--- config.mk ---
export PLATFORM = sky130hd
export DESIGN_NAME = cavlc_bit_reader
export DESIGN_NICKNAME = d
export VERILOG_FILES = /design/src/rtl/cavlc_pkg.sv /design/src/rtl/cavlc_funnel_shift.sv /design/src/rtl/cavlc_bit_reader.sv
export SDC_FILE = /design/constraint.sdc
export NUM_CORES = 1
export LEC_CHECK = 0
export CELL_PAD_IN_SITES_DETAIL_PLACEMENT = 0
export CELL_PAD_IN_SITES_GLOBAL_PLACEMENT = 1
export CORE_MARGIN = 4
export CORE_UTILIZATION = 30
export DETAILED_ROUTE_END_ITERATION = 12
export PLACE_DENSITY = 0.66
export SLEW_MARGIN = 20
export SYNTH_ARGS = -nofsm -noshare
export SYNTH_HDL_FRONTEND = slang
export SYNTH_SLANG_ARGS = --single-unit
--- constraint.sdc ---
create_clock -name Clk -period 5.7 [get_ports Clk]
set_input_delay 1.14 -clock Clk [delete_from_list [all_inputs] [get_ports Clk]]
set_output_delay 1.14 -clock Clk [all_outputs]
set_load 0.01 [all_outputs]
--- src/rtl/cavlc_pkg.sv ---
// Shared definitions for the CAVLC decoder front end.
//   brState_t     : bit-reader FSM state (IDLE, PRIME, RUN, ERR)
//   widthFor()    : bits needed to hold the values 0..maxVal
//   CAVLC_*       : default word/window/depth widths shared with the decode sub-blocks
package cavlc_pkg;

  typedef enum logic [1:0] {
    IDLE  = 2'd0,
    PRIME = 2'd1,
    RUN   = 2'd2,
    ERR   = 2'd3
  } brState_t;

  localparam int CAVLC_IN_W  = 16;
  localparam int CAVLC_WIN_W = 16;
  localparam int CAVLC_DEPTH = 3;

  function automatic int widthFor(input int maxVal);
    return (maxVal < 2) ? 1 : $clog2(maxVal + 1);
  endfunction

endpackage

--- src/rtl/cavlc_funnel_shift.sv ---
// Combinational funnel for the bit reader buffer.
// Shifts the left-aligned buffer up by shiftAmt (dropping consumed bits) and,
// when insertEn is high, ORs an input word in starting insertPos bits below
// the MSB, i.e. directly under the bits that survive the shift.
//   bufIn     : current buffer contents, MSB = oldest bit
//   shiftAmt  : bits to drop from the top
//   inData    : word to insert, MSB first
//   insertEn  : insert inData this cycle
//   insertPos : number of valid bits left above the insertion point
//   bufOut    : resulting buffer
module cavlc_funnel_shift #(
  parameter int IN_W  = 16,
  parameter int BUF_W = 48,
  parameter int AMT_W = 7
) (
  input  logic [BUF_W-1:0] bufIn,
  input  logic [AMT_W-1:0] shiftAmt,
  input  logic [IN_W-1:0]  inData,
  input  logic             insertEn,
  input  logic [AMT_W-1:0] insertPos,
  output logic [BUF_W-1:0] bufOut
);

  logic [BUF_W-1:0] shifted;
  logic [BUF_W-1:0] word;

  always_comb begin
    shifted = bufIn << shiftAmt;
    word    = '0;
    // Bits below the fill level are zero, so an OR is enough to merge.
    if (insertEn) word = {inData, {(BUF_W - IN_W){1'b0}}} >> insertPos;
    bufOut = shifted | word;
  end

endmodule

--- src/rtl/cavlc_bit_reader.sv ---
// Bitstream front end for the CAVLC decoder. Buffers up to DEPTH input words
// in a left-aligned register and presents an MSB-first lookahead window.
// Each cycle: consume NumShift bits, then (optionally) pad to a byte boundary,
// then append an accepted word below the surviving bits.
//
// Build option: define CAVLC_BITREADER_ALIGN_EN to make AlignReq active;
// otherwise AlignReq is ignored and no pad logic exists.
//
// Ports:
//   Clk, nReset        : clock, asynchronous active-low reset
//   Enable             : low freezes all state and deasserts InReady
//   Flush              : synchronous clear, beats everything except reset
//   InData/InValid/InReady : input word handshake
//   Window/WindowValid : top WIN_W buffer bits, valid when FillBits >= WIN_W
//   ShiftEn/NumShift   : consume request
//   AlignReq           : discard up to the next byte boundary
//   FillBits, BitPos   : buffer occupancy, total bits consumed (wraps)
//   ShiftErr           : sticky error flag
//   DbgState           : FSM state for observation
//
// Handshake: a word transfers on any rising edge where InValid & InReady are
// both high. InReady depends only on Enable and registered state, never on
// InValid or a same-cycle consume. A transferred word is discarded (not
// stored) if Flush is high or the same cycle raises an error.
module cavlc_bit_reader
  import cavlc_pkg::*;
#(
  parameter  int IN_W    = CAVLC_IN_W,
  parameter  int WIN_W   = CAVLC_WIN_W,
  parameter  int DEPTH   = CAVLC_DEPTH,
  parameter  int SHIFT_W = $clog2(WIN_W + 1),
  localparam int BUF_W   = DEPTH * IN_W,
  localparam int FILL_W  = $clog2(BUF_W + 1)
) (
  input  logic               Clk,
  input  logic               nReset,
  input  logic               Enable,
  input  logic               Flush,
  input  logic [IN_W-1:0]    InData,
  input  logic               InValid,
  output logic               InReady,
  output logic [WIN_W-1:0]   Window,
  output logic               WindowValid,
  input  logic               ShiftEn,
  input  logic [SHIFT_W-1:0] NumShift,
  input  logic               AlignReq,
  output logic [FILL_W-1:0]  FillBits,
  output logic [31:0]        BitPos,
  output logic               ShiftErr,
  output brState_t           DbgState
);

  // Wide enough for fill + shift + pad without overflow.
  localparam int CW = widthFor(BUF_W + WIN_W + 8);

  logic [BUF_W-1:0]  bufReg;
  logic [BUF_W-1:0]  bufNext;
  logic [FILL_W-1:0] fillReg;
  logic [31:0]       bitPosReg;
  logic              errReg;
  brState_t          stateReg;

  logic          active;
  logic          shiftReq;
  logic          alignReq;
  logic          stepErr;
  logic          accept;
  logic [CW-1:0] fillExt;
  logic [CW-1:0] shiftAmt;
  logic [CW-1:0] padAmt;
  logic [CW-1:0] totalAmt;
  logic [CW-1:0] remain;
  logic [CW-1:0] newFill;

`ifdef CAVLC_BITREADER_ALIGN_EN
  logic [2:0] lowSum;
`else
  logic unusedAlignReq;
  assign unusedAlignReq = AlignReq;
`endif

  assign Window      = bufReg[BUF_W-1 -: WIN_W];
  assign WindowValid = (fillReg >= FILL_W'(WIN_W));
  assign InReady     = Enable && (stateReg != ERR) && (fillReg <= FILL_W'(BUF_W - IN_W));
  assign FillBits    = fillReg;
  assign BitPos      = bitPosReg;
  assign ShiftErr    = errReg;
  assign DbgState    = stateReg;

  always_comb begin
    fillExt  = CW'(fillReg);
    active   = Enable && !Flush && (stateReg != ERR);
    shiftReq = active && ShiftEn;
    shiftAmt = shiftReq ? CW'(NumShift) : '0;
    alignReq = 1'b0;
    padAmt   = '0;
`ifdef CAVLC_BITREADER_ALIGN_EN
    alignReq = active && AlignReq;
    // Pad counts from the position after this cycle's shift.
    lowSum   = bitPosReg[2:0] + shiftAmt[2:0];
    if (alignReq) padAmt = CW'(3'd0 - lowSum);
`endif
    totalAmt = shiftAmt + padAmt;
    stepErr  = (shiftReq && (NumShift > SHIFT_W'(WIN_W)))
            || ((shiftReq || alignReq) && !WindowValid)
            || (totalAmt > fillExt);
    accept   = InValid && InReady && active && !stepErr;
    remain   = fillExt - totalAmt;
    newFill  = remain + (accept ? CW'(IN_W) : '0);
  end

  cavlc_funnel_shift #(
    .IN_W  (IN_W),
    .BUF_W (BUF_W),
    .AMT_W (CW)
  ) u_funnel (
    .bufIn     (bufReg),
    .shiftAmt  (totalAmt),
    .inData    (InData),
    .insertEn  (accept),
    .insertPos (remain),
    .bufOut    (bufNext)
  );

  always_ff @(posedge Clk or negedge nReset) begin
    if (!nReset) begin
      bufReg    <= '0;
      fillReg   <= '0;
      bitPosReg <= '0;
      errReg    <= 1'b0;
      stateReg  <= IDLE;
    end else if (Flush) begin
      bufReg    <= '0;
      fillReg   <= '0;
      bitPosReg <= '0;
      errReg    <= 1'b0;
      stateReg  <= IDLE;
    end else if (Enable && (stateReg != ERR)) begin
      if (stepErr) begin
        // Buffer and position are left exactly as they were.
        errReg   <= 1'b1;
        stateReg <= ERR;
      end else begin
        bufReg    <= bufNext;
        fillReg   <= FILL_W'(newFill);
        bitPosReg <= bitPosReg + 32'(totalAmt);
        case (stateReg)
          IDLE:    stateReg <= PRIME;
          PRIME:   if (newFill >= CW'(WIN_W)) stateReg <= RUN;
          RUN:     if (newFill < CW'(WIN_W)) stateReg <= PRIME;
          default: stateReg <= stateReg;
        endcase
      end
    end
  end

endmodule

# == Yosys cells after proc, flatten, opt, wreduce, memory -nomap -nowiden ==
# Cells that the tools add are included.
# word_totals
reg_bits,89
latch_bits,0
mem_bits_rw,0
mem_bits_ro,0
inputBits,28
out_inout_bits,59
wordCells,66
mem_count,0
# op_classes
addsub,3
mul,0
div,0
magnitude_cmp,6
eq_ne,6
shift,2
n_mux,21
n_bitwise,1
reduce_logical,22
# ops
operator,count
48-bit two-way mux,4
32-bit two-way mux,3
48-bit bitwise OR,1
48-bit by 5-bit << shifter with 48-bit output,1
48-bit by 7-bit right shift with 48-bit output,1
32-bit by 5-bit adder with 32-bit output,1
6-bit two-way mux,3
1-bit logical AND,10
2-bit two-way mux,5
5-bit two-way mux,2
"4-bit != test, second input constant",2
7-bit by 5-bit adder with 7-bit output,1
"7-bit by 5-bit greater-or-equal comparator with 1-bit output, second input constant",1
"7-bit by 5-bit less-than comparator with 1-bit output, second input constant",1
6-bit by 5-bit subtractor with 7-bit output,1
"6-bit by 5-bit greater-or-equal comparator with 1-bit output, second input constant",1
5-bit by 6-bit > comparator with 1-bit output,1
"6-bit less-or-equal comparator, second input constant",1
2-bit case mux with 3 select lines,1
"5-bit > comparator, second input constant",1
5-bit nonzero test,1
"2-bit != test, second input constant",2
2-bit AND reduction,2
4-bit AND reduction,1
7 further kinds,13

# == Logic depth before layout (Yosys ltp) ==
# Gate-level depths: netlist of the first run.
# logic_depth
ltp_word,17
mapped_depth,21

# == Cells and area by module ==
# A second synthesis of the first run with hierarchy kept.
# unflattened
hier_cells,1002
area_unflattened_um2,9545.4
# by_module_without_submodules
mod,n_inst,cells_each,area_per_inst_um2
cavlc_funnel_shift,1,565,4890.9
cavlc_bit_reader,1,437,4654.5

# == Worst setup path after synthesis of the first run ==
# Ideal clock, no wire load.
# synth_path
path_type,input to register
from,input Flush
to,register stateReg[0] (netlist: DbgState[0])
setup_ns,0.099
t_arrival_ns,4.874
required_ns,5.601
setup_slack_ns,0.727
cell_stages,19
path_cell_list,buf_2 nor2b_1 buf_2 nand3_4 buf_1 clkbuf_1 ha_1 buf_2 a211oi_2 nor2_1 xnor2_2 inv_2 clkbuf_1 ha_1 ha_1 or3_1 nand3_1 a21oi_1 a311oi_1
# synth_between
elab_chain_len,14
# synth_rtl
element,line_no,rtl
"start, declared",cavlc_bit_reader.sv:38,"input logic Flush,"
1-bit zero test,cavlc_bit_reader.sv:92,active = Enable && !Flush && (stateReg != ERR);
1-bit logical AND (2 in series),cavlc_bit_reader.sv:92,
1-bit logical AND,cavlc_bit_reader.sv:93,shiftReq = active && ShiftEn;
"5-bit two-way mux, or another cell as far along",cavlc_bit_reader.sv:94,shiftAmt = shiftReq ? CW'(NumShift) : '0;
5-bit by 6-bit > comparator with 1-bit output / 1-bit logical OR (equally long branches),"cavlc_bit_reader.sv:106, cavlc_bit_reader.sv:105",
1-bit logical OR,cavlc_bit_reader.sv:106,|| (totalAmt > fillExt);
1-bit zero test,cavlc_bit_reader.sv:107,accept = InValid && InReady && active && !stepErr;
1-bit logical AND,cavlc_bit_reader.sv:107,
5-bit two-way mux,cavlc_bit_reader.sv:109,newFill = remain + (accept ? CW'(IN_W) : '0);
7-bit by 5-bit adder with 7-bit output,cavlc_bit_reader.sv:109,
7-bit by 5-bit less-than comparator with 1-bit output / 7-bit by 5-bit greater-or-equal comparator with 1-bit output (equally long branches),"cavlc_bit_reader.sv:150, cavlc_bit_reader.sv:149",
4-bit != test (no line),n/a,
4-bit AND reduction (no line),n/a,
"end signal, assigned",cavlc_bit_reader.sv:151,default: stateReg <= stateReg;
"end, declared",cavlc_bit_reader.sv:61,brState_t stateReg;
# Several ways; a longest one is shown, not always the timed one. The select of a mux whose other input is x is not followed.
# A chain may end at the register's enable or synchronous reset.

# == Final worst setup path of the first run ==
# layout_path
from,input Enable
to,register bufReg[23]
# layout_between
elab_chain_len,13
# layout_rtl
element,line_no,rtl
"start, declared",cavlc_bit_reader.sv:37,"input logic Enable,"
"parallel branches: the longest is 13 deep, another holds 6-bit by 5-bit subtractor with 7-bit output",n/a,
"end signal, assigned",cavlc_bit_reader.sv:144,bufReg <= bufNext;
"end, declared",cavlc_bit_reader.sv:56,logic [BUF_W-1:0] bufReg;
# Parallel ways; which one is timed is not known. The select of a mux whose other input is x is not followed.

==> results of run 1 <==
[per-stage QoR]
step | setup WS (ns) | util | instances | hold slack (ns) | cell area, µm²
final | 0.774 | 0.351 | 1574 | 0.513 | 10600
after global routing | 0.617 | 0.351 | 1574 | 0.544 | 10600
after CTS | 0.854 | 0.351 | 1574 | 0.514 | 10600
after detailed placement | 0.501 | 0.341 | 1558 | 0.495 | 10300
after global placement | 0.577 | 0.341 | 1558 | 0.482 | 10300
after floorplan | 0.727 | - | 1158 | 0.486 | 9240
[sequential cells by signal, indices dropped and copies added, names as in the netlist]
name / flops
BitPos: 32
ShiftErr: 1
FillBits: 6
bufReg: 48
DbgState: 2
[metal layers]
metal / global-route usage / vias up
met3: 0.0366 / 39
met4: 0.0426 / 0
met2: 0.310 / 370
met5: 0 / -
met1: 0.313 / 4607
li1: - / 4398
[worst max path at each step]
stage | slack (ns) | from | to
2_1_floorplan | 0.73 | Flush | DbgState[0]
3_3_place_gp | 0.58 | Enable | bufReg[23]
3_5_place_dp | 0.50 | Enable | bufReg[23]
4_1_cts | 0.85 | Enable | bufReg[23]
5_1_grt | 0.62 | Enable | bufReg[23]
6_report | 0.77 | Enable | bufReg[23]
[cells in the final DEF, fill, tap and decap left out, types with 5 or more instances in the layout]
master,instances
nand2_1,111
nor2_1,106
dfrtp_1,89
clkdlybuf4s50_1,82
a21oi_1,68
mux2i_1,59
o21ai_0,58
nor3_1,46
nand3_1,46
buf_4,43
xnor2_1,30
a22oi_1,29
o211ai_1,26
mux2_2,23
inv_1,20
nand2b_1,19
a211oi_1,18
nor2b_1,16
a211o_1,16
a31oi_1,15
and3_1,13
o32ai_1,12
ha_1,12
a221oi_1,10
a32oi_1,10
o221ai_1,10
and2_1,9
mux4_2,9
clkbuf_16,9
a21o_1,8
nor4_1,8
a221o_1,7
nand4_1,7
nor4b_2,6
o31ai_1,6
o21a_1,6
inv_2,5
nor3b_1,5
o2111ai_1,5
o22ai_1,5
[power groups by stage]
stage	Combinational, mW	Clock (mW)	Sequential (mW)
floorplan	1.74	0	0.863
global placement	2.48	0	0.946
detailed placement	2.48	0	0.948
CTS	2.50	0.637	0.937
global route	2.72	0.667	0.959
finish	2.52	0.627	0.945
[cells by family (layout without fill, tap and decap cells)]
kind of cell,Yosys count,count (layout),synth area share
XOR/XNOR,34,34,0.0347
adder cells (fa/ha/maj),14,14,0.0206
multiplexers,93,93,0.118
buffers and inverters,142,168,0.0793
AO/OA/AOI/OAI,362,362,0.279
AND/OR/NAND/NOR,424,424,0.227
flip-flops,89,89,0.241
[critical path, delay by kind of cell]
family / cells / cell delay, ns
compound gates: 5 / 1.16
fa+ha+maj: 1 / 0.42
buf+inv: 1 / 0.59
simple gates: 3 / 1.26
mux: 1 / 0.59
[layout make-up]
type	count	area [µm²]
Clock buffer	10	229
Clock inverter	6	72.6
Fill cell	3139	19500
Inverter	26	97.6
Multi-Input combinational cell	927	6290
Sequential cell	89	2230
Tap cell	390	488
Timing Repair Buffer	126	1150
==> metrics.md, run 1 <==
| Metric | Value |
|---|---|
| Post_cts resized | 0 |
| Switch share | 0.509 |
| Status | finished clean |
| Commonest cells in the netlist | nand2_1, nor2_1, dfrtp_1 |
| Initial Util | 0.308 |
| WL/cell | 23.1 µm |
| Slew Limit Fails | 0 |
| HPWL Detailed | 27.1 mm |
| Initial antenna violation count | 0 |
| Tmin final | 4.93 ns |
| CORE AREA | 30000 µm² |
| Area grow syn2layout | 14.2% |
| Clk Latency, worst-skew pair | 0.36 ns |
| Pwr Total | 4.10 mW |
| Leak | 4.12 nW |
| Sequential fraction of the synthesis area | 0.241 |
| Row count | 63 |
| Sequential share of power | 0.231 |
| Part of the power in the clock network | 0.153 |
| Ys Warns | 0 |
| Clock transition at path regs | 0.07 ns |
| Drt first pass iters | 6 |
| Drc violations | 0 |
| Met2 wire len | 15.9 mm |
| Met1 wire length | 17.2 mm |
| Clock Tree Root | clkbuf_16 |
| Final #Nets | 1221 |
| Vias in the first global route | 8808 |
| Total GRT Usage | 0.208 |
| Hold Startpoint | ShiftErr |
| Fmax | 0.203 GHz |
| Worst-path maximum fanout | 25 |
| Count of different cell masters after synthesis | 92 |
| Mapped Cells | 1158 |
| Worst min-delay path category | reg -> reg |
| # IOs | 87 |
| Max VDD drop | 0.230 mV |
| DR top layer | met4 |
| Grt total ovfl | 0 |
| # diodes | 0 |
| Slew headroom | 0.296 |
| R2r endpoint | bufReg[23] |
| Post-synth ARST share | 1.00 |
| Drt initial violations | 1082 |
| Fin crit share | 0.864 |
| Via count | 9414 |
| Length of routed met3 wiring | 2.61 mm |
| Num CTS Buffers | 9 |
| First-pass GRT wire length | 55.3 mm |
| Buffers on Ports | 85 |
| Hold Fails Final Rpt | 0 |
| Hold path depth | 2 |
| Largest net degree at the start of global routing | 104 |
| Max incr delay on CP | 0.86 ns |
| Layout cells sized above 1 | 0.111 |
| Placer Congestion | 0.902 |
| Synth area leader | dfrtp_1 |
| Clock buffer depth | 2 |
| Combinational share of power | 0.616 |
| Die width | 184 µm |
| Top-count cell post-synth | nand2_1 |
| Mapped Nets | 1200 |
| H-tree depth | 3 |
| CTS tree | built |
| Startpoint types | primary input |
| EDFF count, synth | 0 |
| Pwr dens | 388 nW/µm² |
| Critical path required time | 5.95 ns |
| Clock sink count | 89 |
| Worst R2R Setup Slack | 1.66 ns |
| Cts-stage hold buffer count | 0 |
| DR vias/cell | 5.98 |
| Min-Delay Endpoint | ShiftErr |
| Synth Register Bits | 89 |
| Die Y | 184 µm |
| Worst Tran Pin Value | 1.06 ns |
| Internal | 2.01 mW |
| Routed wire length | 36.3 mm |
| CP max stage cell | or2_1 |
| Setup TNS | 0 ns |
| Post-CTS Setup Bufs | 0 |
| Top cell type's share of synthesized area | 0.241 |
| RSZ-0062 raised after global routing | no |
| Die Area | 33700 µm² |
| Max Cap Violations | 0 |
| Worst clock skew | 0.0136 ns |
| Post-synthesis average cell area | 7.98 µm² |
| WS Path Type | in -> reg |
| R2R cell count | 10 |
| Top cells by area, synth | dfrtp_1, mux2i_1, nand2_1 |
| Main flop type after synthesis | dfrtp_1 |
| Net Sw Power | 2.09 mW |
| Post-route ant nets | 0 |
| Crit path capture type | flip-flop |
| Cell Area, Synth | 9240 µm² |
| Critical path arrival | 5.18 ns |
| Final setup viols | 0 |
| Critical path, cell by cell | clkdlybuf4s50_1, a21bo_2, nor2_2, nand2_1, ha_1, a21boi_0, or2_1, mux2i_1, a21o_1, a22oi_1, a311oi_1 |
| Launch point of the worst reg-to-reg path | DbgState[1] |
No activity file was read; power rests on OpenSTA's default activity.
==> run 2, diff against run 1 <==
--- a/config.mk
+++ b/config.mk
@@ -10,6 +10,7 @@
 export CORE_MARGIN = 4
 export CORE_UTILIZATION = 30
 export DETAILED_ROUTE_END_ITERATION = 12
+export MAX_ROUTING_LAYER = met4
 export PLACE_DENSITY = 0.66
 export SLEW_MARGIN = 20
 export SYNTH_ARGS = -nofsm -noshare
==> run 2 against run 1 <==
  * Cell area is 0.32% higher
  * Via count up 1.1%
  * First-iteration DRC count up 23%
  * Global-route usage grew 0.73 points
  * Core utilization up 0.11 points
  * Non-clock buffer count unchanged
  * Clock-buffer cell count did not move
  * Total power increased by 1.9%
  * Critical endpoint unchanged
==> metrics.md, run 2 (synthesis results as in run 1) <==
| Metric | Value |
|---|---|
| Pwr dens | 394 nW/µm² |
| Cts-stage hold buffer count | 0 |
| Grt total ovfl | 0 |
| WL/cell | 23.2 µm |
| Delay-heaviest family, CP | compound AO/OA/AOI/OAI gates |
| CP Depth | 11 |
| Die Y | 184 µm |
| Drt first pass iters | 5 |
| Total GRT Usage | 0.215 |
| Layout cells sized above 1 | 0.111 |
| Critical Path Sink | bufReg[23] |
| Final setup viols | 0 |
| CP bufs+invs | 1 |
| Critical path, cell by cell | clkdlybuf4s50_1, a21boi_4, nand3_4, ha_1, a21oi_1, a21boi_0, or2_1, mux2i_1, a21o_1, a22oi_1, a311oi_1 |
| Area grow syn2layout | 14.6% |
| Post-CTS Setup Bufs | 0 |
| Most frequent cells in the layout | nand2_1, nor2_1, dfrtp_1 |
| Clock buffer depth | 2 |
| Commonest non-fill, non-tap cell in the layout | nand2_1 |
| Row count | 63 |
| Setup TNS | 0 ns |
| Crit path capture type | flip-flop |
| Clk Latency, worst-skew pair | 0.36 ns |
| Tmin final | 4.81 ns |
| R2r endpoint | bufReg[23] |
| Drc violations | 0 |
| # diodes | 0 |
| Worst min-delay path category | reg -> reg |
| DR vias/cell | 6.05 |
| Buffers on Ports | 85 |
| Max reg flops | 48 |
| WS Path Type | in -> reg |
| Worst R2R Setup Slack | 1.77 ns |
| # IOs | 87 |
| Critical path arrival | 5.07 ns |
| Num CTS Buffers | 9 |
| Biggest register | bufReg |
| Fmax | 0.208 GHz |
| Die width | 184 µm |
| Post-route ant nets | 0 |
| Status | finished clean |
| Via count | 9521 |
| Fillers | 3158 |
| RSZ-0062 raised after global routing | no |
| Routed wire length | 36.5 mm |
| CTS tree | built |
| Fin Hold WS | 0.497 ns |
| Clock sink count | 89 |
| Hold Fails Final Rpt | 0 |
| Final #Nets | 1221 |
| Initial antenna violation count | 0 |
| HPWL Detailed | 27.1 mm |
| Max Cap Violations | 0 |
| Hold path depth | 2 |
| First-pass GRT wire length | 55.7 mm |
| Worst Tran Pin Value | 1.06 ns |
| CP Launch Point | Enable |
| Placer Congestion | 0.920 |
| Slew Limit Fails | 0 |
| CORE AREA | 30000 µm² |
| Clock Tree Root | clkbuf_16 |
| R2R cell count | 10 |
| Fin crit share | 0.844 |
| Vias in the first global route | 8861 |
| Initial Util | 0.308 |
| Slew headroom | 0.291 |
| Worst clock skew | 0.0143 ns |
| Launch point of the worst reg-to-reg path | DbgState[1] |
| Drt initial violations | 1335 |
| Die Area | 33700 µm² |
| Clock transition at path regs | 0.07 ns |
| Max VDD drop | 0.184 mV |
| Largest net degree at the start of global routing | 71 |
| CP max stage cell | or2_1 |
| Max incr delay on CP | 0.86 ns |
| Worst-path maximum fanout | 25 |
| H-tree depth | 3 |
| Critical path required time | 5.96 ns |
| Startpoint types | primary input |
| Post_cts resized | 0 |
| Leak | 4.13 nW |
==> run 2: changes by cell type in the layout (fill, tap and decap cells not counted), sizes merged <==
cell	before	now
clkinv	2	1
bufinv	1	2
==> run 2: worst register-to-register path, stage by stage, from the launching register on <==
cell and delay, ns:
dfrtp_1 0.48, a21bo_2 0.27, nor2_2 0.18, nand2_1 0.19, ha_1 0.41, a21boi_0 0.29, or2_1 0.86, mux2i_1 0.57
a21o_1 0.22, a22oi_1 0.07, a311oi_1 0.28
==> run 2: cell type report <==
class | instances | area, µm² | share of cell area
clock inverter | 6 | 96.3 | 0.00910
tap | 390 | 488 | 0.0461
sequential | 89 | 2230 | 0.210
timing repair buffer | 126 | 1150 | 0.108
multi-input combinational | 927 | 6290 | 0.594
clock buffer | 10 | 239 | 0.0226
inverter | 26 | 97.6 | 0.00922
==> run 2: per-layer routing <==
| metal | track usage | vias up | wire length [µm] |
|---|---|---|---|
| met3 | 0.0253 | 38 | 2400 |
| li1 | - | 4380 | - |
| met5 | - | - | 0 |
| met1 | 0.322 | 4679 | 17600 |
| met4 | 0.0456 | 0 | 551 |
| met2 | 0.310 | 424 | 16000 |
==> run 2: how the worst min path moves through the flow <==
stage                    start         end
floorplan           bufReg[13]  bufReg[13]
global placement      ShiftErr    ShiftErr
detailed placement    ShiftErr    ShiftErr
CTS                   ShiftErr    ShiftErr
global route          ShiftErr    ShiftErr
finish                ShiftErr    ShiftErr
==> run 2: per-stage QoR <==
stage | total power, mW | util | std cells | setup slack (ns) | instance area [µm²]
6_report | 4.17 | 0.352 | 1574 | 0.892 | 10600
5_1_grt | 4.40 | 0.352 | 1574 | 0.569 | 10600
4_1_cts | 4.13 | 0.352 | 1574 | 0.916 | 10600
3_5_place_dp | 3.43 | 0.341 | 1558 | 0.581 | 10300
3_3_place_gp | 3.44 | 0.341 | 1558 | 0.615 | 10300
2_1_floorplan | 2.60 | - | 1158 | 0.727 | 9240
==> run 2: power by group <==
part / internal (mW) / switching [mW]
Clock: 0.403 / 0.293
Sequential: 0.736 / 0.210
Combinational: 0.928 / 1.60
==> run 3, diff against run 2 <==
==> constraint.sdc (replaced) <==
create_clock -name Clk -period 4.9 [get_ports Clk]
set_input_delay 0.98 -clock Clk [delete_from_list [all_inputs] [get_ports Clk]]
set_output_delay 0.98 -clock Clk [all_outputs]
set_load 0.01 [all_outputs]
==> run 3 against run 2 <==
  * Clock power grew 14%
  * Die area is the same
  * Critical path depth grew 6
  * Non-clock buffer count grew 18
  * Via count shrank 0.15%
  * Sequential share of layout area shrank 0.27 points
  * Final cell count grew 1.1%
  * Hold slack gained 0.012 ns
  * Clock-buffer cell count grew 1
  * First-iteration DRC count shrank 14%
  * Total power grew 18%
  * Cell area grew 1.3%
  * Largest cell class unchanged
==> metrics.md, run 3 (synthesis results as in run 1) <==
| Metric | Value |
|---|---|
| Status | finished clean |
| Die Y | 184 µm |
| Initial antenna violation count | 0 |
| Worst-path maximum fanout | 6 |
| Routed wire length | 36.3 mm |
| Layout cells sized above 1 | 0.124 |
| Fin Hold WS | 0.509 ns |
| Largest net degree at the start of global routing | 75 |
| Most used cell, CP | ha_1 |
| Internal | 2.48 mW |
| Tmin final | 4.46 ns |
| Post_cts resized | 0 |
| Max Cap Violations | 0 |
| RSZ-0062 raised after global routing | no |
| Sequential share of power | 0.223 |
| Worst clock skew | 0.0102 ns |
| Hold Fails Final Rpt | 0 |
| Initial Util | 0.308 |
| Worst min-delay path category | reg -> reg |
| Most frequent cells in the layout | nand2_1, nor2_1, dfrtp_1 |
| Cts-stage hold buffer count | 0 |
| Num CTS Buffers | 9 |
| Slew headroom | 0.396 |
| Buffers on Ports | 85 |
| Biggest register | bufReg |
| CP Depth | 17 |
| Worst Tran Pin Value | 0.899 ns |
| Register Area | 2230 µm² |
| Die Area | 33700 µm² |
| Placer Congestion | 0.898 |
| Clock transition at path regs | 0.07 ns |
| Switch share | 0.497 |
| Part of the power in the clock network | 0.161 |
| CP max stage cell | clkdlybuf4s50_1 |
| Total GRT Usage | 0.215 |
| Via count | 9507 |
| Critical path required time | 5.17 ns |
| Critical path, cell by cell | clkdlybuf4s50_1, a21boi_4, nand2_2, inv_2, ha_1, inv_1, fa_1, a211oi_2, nor2_1, xnor2_2, inv_2, ha_1, ha_1, or3_1, nand3_1, a21oi_1, a311oi_1 |
| Max incr delay on CP | 0.58 ns |
| Critical path arrival | 4.73 ns |
| # IOs | 87 |
| CP Launch Point | Enable |
| Grt total ovfl | 0 |
| Post-route ant nets | 0 |
| H-tree depth | 3 |
| # diodes | 0 |
| WL/cell | 22.8 µm |
| Drt initial violations | 1142 |
| Multi-input gate area | 6290 µm² |
| DP Area | 10400 µm² |
| Pwr dens | 459 nW/µm² |
| Startpoint types | primary input |
| Max reg flops | 48 |
| Worst R2R Setup Slack | 1.17 ns |
| Fin area | 10700 µm² |
| Launch point of the worst reg-to-reg path | DbgState[1] |
| Row count | 63 |
| Net Sw Power | 2.45 mW |
| Crit path capture type | flip-flop |
| Drt first pass iters | 6 |
| CP bufs+invs | 4 |
| Fin util | 0.357 |
| Vias in the first global route | 8789 |
| Max VDD drop | 0.215 mV |
| Clk Latency, worst-skew pair | 0.37 ns |
| Clock buffer depth | 2 |
| Clock Tree Root | clkbuf_16 |
| Clock sink count | 89 |
| Die width | 184 µm |
| Critical Path Sink | DbgState[0] |
| CTS tree | built |
| Setup TNS | 0 ns |
| First-pass GRT wire length | 55.5 mm |
| Drc violations | 0 |
| Delay-heaviest family, CP | adder cells |
| Fmax | 0.224 GHz |
| Area grow syn2layout | 16.1% |
| CORE AREA | 30000 µm² |
| DR vias/cell | 5.97 |
| Combinational share of power | 0.616 |
| Slew Limit Fails | 0 |
| Final setup viols | 0 |
| Leak | 4.22 nW |
| HPWL Detailed | 27.0 mm |
| Fin crit share | 0.911 |
| Post-CTS Setup Bufs | 0 |
| WS Path Type | in -> reg |
| Final #Nets | 1239 |
| R2R cell count | 16 |
| R2r endpoint | DbgState[0] |
| Fillers | 3094 |
| Commonest non-fill, non-tap cell in the layout | nand2_1 |
## run 3: worst reg2reg max path, delay by kind of cell (launching register included)
family | cells | cell delay (ns)
AO/OA/AOI/OAI | 4 | 0.81
adder cells (fa/ha/maj) | 4 | 1.14
XOR/XNOR | 1 | 0.18
flip-flops | 1 | 0.49
buffers and inverters | 3 | 0.24
AND/OR/NAND/NOR | 4 | 0.78
## run 3: worst min-delay path by stage
stage	startpoint	end	slack [ns]	cells past startpoint
CTS	ShiftErr	ShiftErr	0.51	2
global route	ShiftErr	ShiftErr	0.53	2
floorplan	bufReg[13]	bufReg[13]	0.49	2
finish	ShiftErr	ShiftErr	0.51	2
detailed placement	ShiftErr	ShiftErr	0.49	2
global placement	ShiftErr	ShiftErr	0.48	2
## run 3: metal layers
metal,GRT usage,part of all wire
met1,0.319,0.48
met2,0.307,0.43
met3,0.0340,0.072
met4,0.0480,0.018
met5,-,0
## run 3: power by group through the flow
stage / sequential [mW] / combinational (mW) / clock (mW)
final: 1.10 / 3.03 / 0.794
after global routing: 1.11 / 3.26 / 0.838
after CTS: 1.09 / 2.99 / 0.807
after detailed placement: 1.10 / 2.98 / 0
after global placement: 1.10 / 2.98 / 0
after floorplan: 1.00 / 2.02 / 0
## run 3: area by class of cell
cell class / count / area share
clock inverters: 5 / 0.00793
repair buffers: 144 / 0.121
flip-flops and latches: 89 / 0.208
clock buffers: 11 / 0.0226
inverters: 26 / 0.00910
multi-input cells: 927 / 0.586
well taps: 390 / 0.0455
## run 3: metrics by stage
stage | std cells | setup WS, ns | total power [mW]
final | 1592 | 0.437 | 4.93
after global routing | 1592 | 0.206 | 5.21
after CTS | 1592 | 0.482 | 4.89
after detailed placement | 1576 | 0.113 | 4.08
after global placement | 1576 | 0.154 | 4.08
after floorplan | 1158 | 0.0866 | 3.03
